**config.mk**
```make
export PLATFORM = sky130hd
export DESIGN_NAME = cpu_run_monitor
export DESIGN_NICKNAME = d
export VERILOG_FILES = /design/src/rtl/cpu_run_pkg.sv /design/src/rtl/pc_halt_detect.sv /design/src/rtl/cpu_run_monitor.sv
export SDC_FILE = /design/constraint.sdc
export NUM_CORES = 1
export LEC_CHECK = 0
export ABC_CLOCK_PERIOD_IN_PS = 3700
export BUFFER_PORTS_ARGS = -buffer_cell sky130_fd_sc_hd__buf_4
export CORE_MARGIN = 4
export CORE_UTILIZATION = 58
export DETAILED_ROUTE_END_ITERATION = 8
export GPL_TIMING_DRIVEN = 0
export PLACE_DENSITY = 0.94
export SLEW_MARGIN = 20
export SYNTH_ARGS = -nofsm -noshare
export SYNTH_HDL_FRONTEND = slang
export SYNTH_SLANG_ARGS = --single-unit
```
**constraint.sdc**
```tcl
create_clock -name clk_init -period 3.7 [get_ports clk_init]
set_input_delay 0.185 -clock clk_init [delete_from_list [all_inputs] [get_ports clk_init]]
set_output_delay 0.185 -clock clk_init [all_outputs]
set_load 0.02 [all_outputs]
```
**src/rtl/cpu_run_pkg.sv**
```systemverilog
// Shared state encodings and LED view selectors for the CPU run monitor.
// Pure declarations, no logic or latency of its own.
package cpu_run_pkg;

  typedef enum logic [1:0] {
    RS_HOLD    = 2'd0,
    RS_RUN     = 2'd1,
    RS_HALTED  = 2'd2,
    RS_TIMEOUT = 2'd3
  } run_state_e;

  localparam logic [1:0] ST_HOLD    = RS_HOLD;
  localparam logic [1:0] ST_RUN     = RS_RUN;
  localparam logic [1:0] ST_HALTED  = RS_HALTED;
  localparam logic [1:0] ST_TIMEOUT = RS_TIMEOUT;

  localparam logic [1:0] LED_VIEW_PC_LO  = 2'd0;
  localparam logic [1:0] LED_VIEW_PC_HI  = 2'd1;
  localparam logic [1:0] LED_VIEW_CYCLES = 2'd2;
  localparam logic [1:0] LED_VIEW_STATUS = 2'd3;

  // Stable counter only has to reach window-1, so clog2(window) bits suffice.
  function automatic int stable_width(input int window);
    return $clog2(window);
  endfunction

endpackage

```
**src/rtl/pc_halt_detect.sv**
```systemverilog
// Tracks the last valid PC and counts back-to-back repeats of it.
// halt_hit is combinational on the sample that completes the window; no backpressure.
module pc_halt_detect
  import cpu_run_pkg::*;
#(
  parameter int PC_WIDTH    = 32,
  parameter int HALT_WINDOW = 8
) (
  input  logic                clk,
  input  logic                rst_n,
  input  logic                en,
  input  logic [PC_WIDTH-1:0] pc_in,
  input  logic                pc_valid,
  output logic [PC_WIDTH-1:0] last_pc,
  output logic                halt_hit
);

  localparam int SW = stable_width(HALT_WINDOW);

  logic [SW-1:0] stable;
  logic          take;
  logic          sample_eq;

  assign take      = en & pc_valid;
  assign sample_eq = (pc_in == last_pc);
  // The sample that lifts the counter to window-1 is the one that declares the halt.
  assign halt_hit  = take & sample_eq & (stable == SW'(HALT_WINDOW - 2));

  always_ff @(posedge clk or negedge rst_n) begin
    if (!rst_n) begin
      last_pc <= '0;
      stable  <= '0;
    end else if (take) begin
      last_pc <= pc_in;
      stable  <= sample_eq ? stable + 1'b1 : '0;
    end
  end

endmodule

```
**src/rtl/cpu_run_monitor.sv**
```systemverilog
// Holds the core in reset, runs it, and freezes it on self-loop halt or cycle-budget timeout.
// Status flags change on the transition edge; led_pc lags its sources by one cycle; no backpressure.
module cpu_run_monitor
  import cpu_run_pkg::*;
#(
  parameter int PC_WIDTH     = 32,
  parameter int LED_WIDTH    = 16,
  parameter int CNT_WIDTH    = 32,
  parameter int RESET_CYCLES = 52,
  parameter int HALT_WINDOW  = 8,
  parameter int MAX_CYCLES   = 5000
) (
  input  logic                 clk_init,
  input  logic                 rst_init,
  input  logic [PC_WIDTH-1:0]  pc_in,
  input  logic                 pc_valid,
  input  logic [1:0]           led_sel,
  output logic                 cpu_rst_n,
  output logic                 running,
  output logic                 halted,
  output logic                 timeout,
  output logic [CNT_WIDTH-1:0] cycle_count,
  output logic [PC_WIDTH-1:0]  last_pc,
  output logic [LED_WIDTH-1:0] led_pc
);

  localparam int HOLD_W   = $clog2(RESET_CYCLES) + 1;
  localparam int PC_EXT_W = (PC_WIDTH > 2 * LED_WIDTH) ? PC_WIDTH : 2 * LED_WIDTH;

  logic [1:0]           state;
  logic [HOLD_W-1:0]    hold_cnt;
  logic [CNT_WIDTH-1:0] cnt_inc;
  logic                 run_en;
  logic                 halt_hit;
  logic [PC_EXT_W-1:0]  pc_ext;
  logic [LED_WIDTH-1:0] led_nxt;

  assign run_en  = (state == ST_RUN);
  assign cnt_inc = cycle_count + 1'b1;

  pc_halt_detect #(
    .PC_WIDTH    (PC_WIDTH),
    .HALT_WINDOW (HALT_WINDOW)
  ) u_halt (
    .clk      (clk_init),
    .rst_n    (rst_init),
    .en       (run_en),
    .pc_in    (pc_in),
    .pc_valid (pc_valid),
    .last_pc  (last_pc),
    .halt_hit (halt_hit)
  );

  // Zero-extend so the high LED view reads zeros when the PC is narrower than two LED words.
  always_comb begin
    pc_ext                 = '0;
    pc_ext[PC_WIDTH-1:0]   = last_pc;
  end

  always_comb begin
    led_nxt = '0;
    case (led_sel)
      LED_VIEW_PC_LO:  led_nxt = pc_ext[LED_WIDTH-1:0];
      LED_VIEW_PC_HI:  led_nxt = pc_ext[2*LED_WIDTH-1:LED_WIDTH];
      LED_VIEW_CYCLES: led_nxt = cycle_count[LED_WIDTH-1:0];
      LED_VIEW_STATUS: begin
        led_nxt[1:0] = state;
        led_nxt[2]   = halted;
        led_nxt[3]   = timeout;
      end
    endcase
  end

  always_ff @(posedge clk_init or negedge rst_init) begin
    if (!rst_init) begin
      state       <= ST_HOLD;
      hold_cnt    <= '0;
      cycle_count <= '0;
      cpu_rst_n   <= 1'b0;
      running     <= 1'b0;
      halted      <= 1'b0;
      timeout     <= 1'b0;
      led_pc      <= '0;
    end else begin
      led_pc <= led_nxt;
      case (state)
        ST_HOLD: begin
          hold_cnt <= hold_cnt + 1'b1;
          if (hold_cnt == HOLD_W'(RESET_CYCLES - 1)) begin
            state     <= ST_RUN;
            cpu_rst_n <= 1'b1;
            running   <= 1'b1;
          end
        end
        ST_RUN: begin
          cycle_count <= cnt_inc;
          // Halt takes priority when both events land on the same edge.
          if (halt_hit) begin
            state     <= ST_HALTED;
            halted    <= 1'b1;
            cpu_rst_n <= 1'b0;
            running   <= 1'b0;
          end else if (cnt_inc == CNT_WIDTH'(MAX_CYCLES)) begin
            state     <= ST_TIMEOUT;
            timeout   <= 1'b1;
            cpu_rst_n <= 1'b0;
            running   <= 1'b0;
          end
        end
        default: begin
        end
      endcase
    end
  end

endmodule
```
==> flow_summary.yaml <==
clock_tree:
  cts_max_level: 3
  cts_tree: "built"
  cts_root_buffer: "clkbuf_8"
  cts_resized: 0
  cts_hold_buf: 1
  numCtsBuffers: 9
  post_cts_buffers: 0
  cts_max_path_buffers: 2
  clkLatencyLatePin_ns: 0.37
  cts.clk_slew.worst_paths_ns: 0.10
  cts.sinks: 95
final_layout:
  diodes: 0
  design_area_sq_mm: 0.006415
  final_cell_mix: "buf_4, dfrtp_1, nand2_1, xor2_1, xnor2_1"
  nets: 642
  final_common_cell: "buf_4"
  drive_gt1_share_pct: 34.38
  syn_to_final_growth_pct: 24.29
floorplan:
  dieArea_sq_mm: 0.01047
  die_w_um: 102.3
  std_cell_rows: 34
  core_area_sq_mm: 0.008678
  io_pins: 121
  die_h_um: 102.3
  start_util_pct: 59.47
logic_synthesis:
  syn_area_sq_mm: 0.005161
  yosys.area_share.xor_xnor_pct: 12.39
  async_flop_share_pct: 100.0
  syn_nets: 512
  yosys.area_share.simple_pct: 19.59
  synth-adder-area-share_pct: 1.212
  synth_top_family_by_area: "simple AND/OR/NAND/NOR gates"
  syn_inst: 470
  synth.distinct_cells: 68
  synth_compound_area_share_pct: 5.382
  synth-seq-cells: 95
  ys.flop_type: "dfrtp_1"
  synth_warnings: 0
  ys_seq_area_share_pct: 46.06
  yosys-mux-area-fraction_pct: 11.76
  synth.avg_cell_area_sq_um: 10.98
  synth_edf_count: 0
power_and_ir_drop:
  power.density_mw_per_mm2: 352.5
  irDropWorstVdd_mv: 0.2778
  power_mw: 2.261
  p_seq_share_pct: 50.6
  p_switching_mw: 0.6280
  clock_power_share_pct: 34.1
  internal_power_mw: 1.633
  switching_share_pct: 27.78
  p_comb_share_pct: 15.3
  leakage_nw: 2.909
route:
  dr.pass1.iters: 7
  ant_nets: 0
  wl_per_cell_um: 19.56
  drt_iter0_markers: 321
  drc_errors: 0
  vias: 4332
  vias_per_cell: 6.076
  wl_um: 13950
critical_path:
  cp.required_ns: 3.93
  worstPathArrival_ns: 3.18
  startpoint_type: "flop"
  cp-end-kind: "flop"
  critPathMaxFanout: 10
  crit_type: "flop to flop"
global_routing:
  grtUsageTotal_pct: 27.72
  grt_antenna_before_repair: 0
  grt_pass1_vias: 4380
  grt-ovfl-total: 0
  grt_pass1_wl_um: 22340
  grt_max_degree: 96
place:
  dp_slack_ns: 0.8238
  dpl_cell_area_sq_mm: 0.006186
  place_congestion: 0.9396
  hpwl_um: 10140
  port_buffers: 118
timing:
  fmax_mhz: 339.3
  finClkSkew_ns: 0.007740
  slew_violations: 0
  maxSlewHeadroom_pct: 39.07
  setup_violations: 0
  hold_viol: 0
  fin_crit_ns: 2.948
  rsz0062_at_grt: "false"
  layout_setup_ws_ns: 0.7524
  hold_slack_ns: 0.05809
  finalCritPeriodShare_pct: 79.66
  tightest_slew_ns: 0.9056
  setup_tns_ns: 0
run_status:
  outcome: "finished clean"
worst_hold_path:
  hp-class: "input pin to flop"
job:
  maxCapViolCount: 0
area by class of cell:
type,instances,area [sq um]
Clock buffer,9,123.9
Fill cell,594,2263
Tap cell,108,135.1
Clock inverter,7,95.09
Buffer,30,167.7
Sequential cell,95,2377
Inverter,5,18.77
Multi-Input combinational cell,340,2597
Timing Repair Buffer,119,899.6
power by group through the flow:
stage	sequential (mW)	combinational, mW	clock (mW)
finish	1.14	0.346	0.770
CTS	1.14	0.350	0.772
detailed placement	1.16	0.346	0
global placement	1.16	0.336	0
global route	1.15	0.370	0.807
floorplan	1.21	0.112	0
worst max-delay path, cell delays in order (launching register included):
cell and delay (ns):
dfrtp_1 0.63, ha_1 0.43, inv_2 0.12, nor4_4 0.37
or3b_4 0.45, o21ai_1 0.15, nand4_1 0.15, o41ai_2 0.38
a21oi_1 0.13
metrics by stage:
step | util (%) | cells
2_1_floorplan | - | 470
5_1_grt | 73.92 | 713
3_3_place_gp | 71.24 | 696
3_5_place_dp | 71.28 | 696
6_report | 73.92 | 713
4_1_cts | 73.92 | 713
metal layers:
| layer | global-route usage [%] | wire (um) | vias to the layer above |
|---|---|---|---|
| met5 | 0 | 0 | - |
| met4 | 9.586 | 359 | 0 |
| met3 | 5.461 | 1085 | 45 |
| met2 | 47.88 | 7006 | 234 |
| met1 | 34.83 | 5498 | 2115 |
| li1 | - | - | 1938 |
flip-flops by register name (all words and copies together), names as in the netlist:
register,cells
halted,1
led_pc,16
cycle_count,32
timeout,1
hold_cnt,7
running,1
u_halt.stable,3
u_halt.last_pc,32
state,2
Yosys cell counts, types with 2 or more instances:
cell	n	share of area, %
nor2_1	24	1.7
inv_1	4	0.29
nor3b_1	2	0.29
nand2_2	2	0.24
nor4b_1	2	0.34
and4_1	3	0.51
nor4bb_1	2	0.39
mux2i_1	13	2.5
nand3_1	20	1.9
o21ai_0	19	1.8
buf_4	3	0.44
mux2_2	33	7.2
or3_1	3	0.36
clkbuf_1	12	0.87
nand2_1	37	2.7
ha_1	5	1.2
a31oi_1	5	0.61
clkbuf_2	2	0.19
a21oi_1	3	0.29
or4b_1	2	0.39
nor2b_1	2	0.24
nand4_4	3	1.2
dfrtp_1	95	46
nor4_1	16	1.9
xor2_1	37	6.3
buf_6	3	0.65
buf_2	7	0.68
xnor2_1	36	6.1
nand4_1	18	2.2
and2_1	4	0.48
buf_1	2	0.15
and3_1	3	0.36
nor3_1	10	0.97
mux4_2	4	1.7
final timing paths:
kind	start	end	slack (ns)	cells after the start
max reg2reg	cycle_count[1]	running	0.75	8
max	cycle_count[1]	running	0.75	8
min in group asynchronous	rst_init	cycle_count[6]	0.46	2
min	pc_in[1]	u_halt.last_pc[1]	0.06	2
min reg2reg	hold_cnt[6]	hold_cnt[6]	0.49	1
max in group asynchronous	rst_init	led_pc[0]	2.67	2
cells by family after synthesis:
logic type | after synthesis
xor+xnor | 73
flops | 95
simple gates | 169
compound gates | 42
mux | 51
buf+inv | 35
fa+ha+maj | 5
Power figures use the tool's default switching activity.
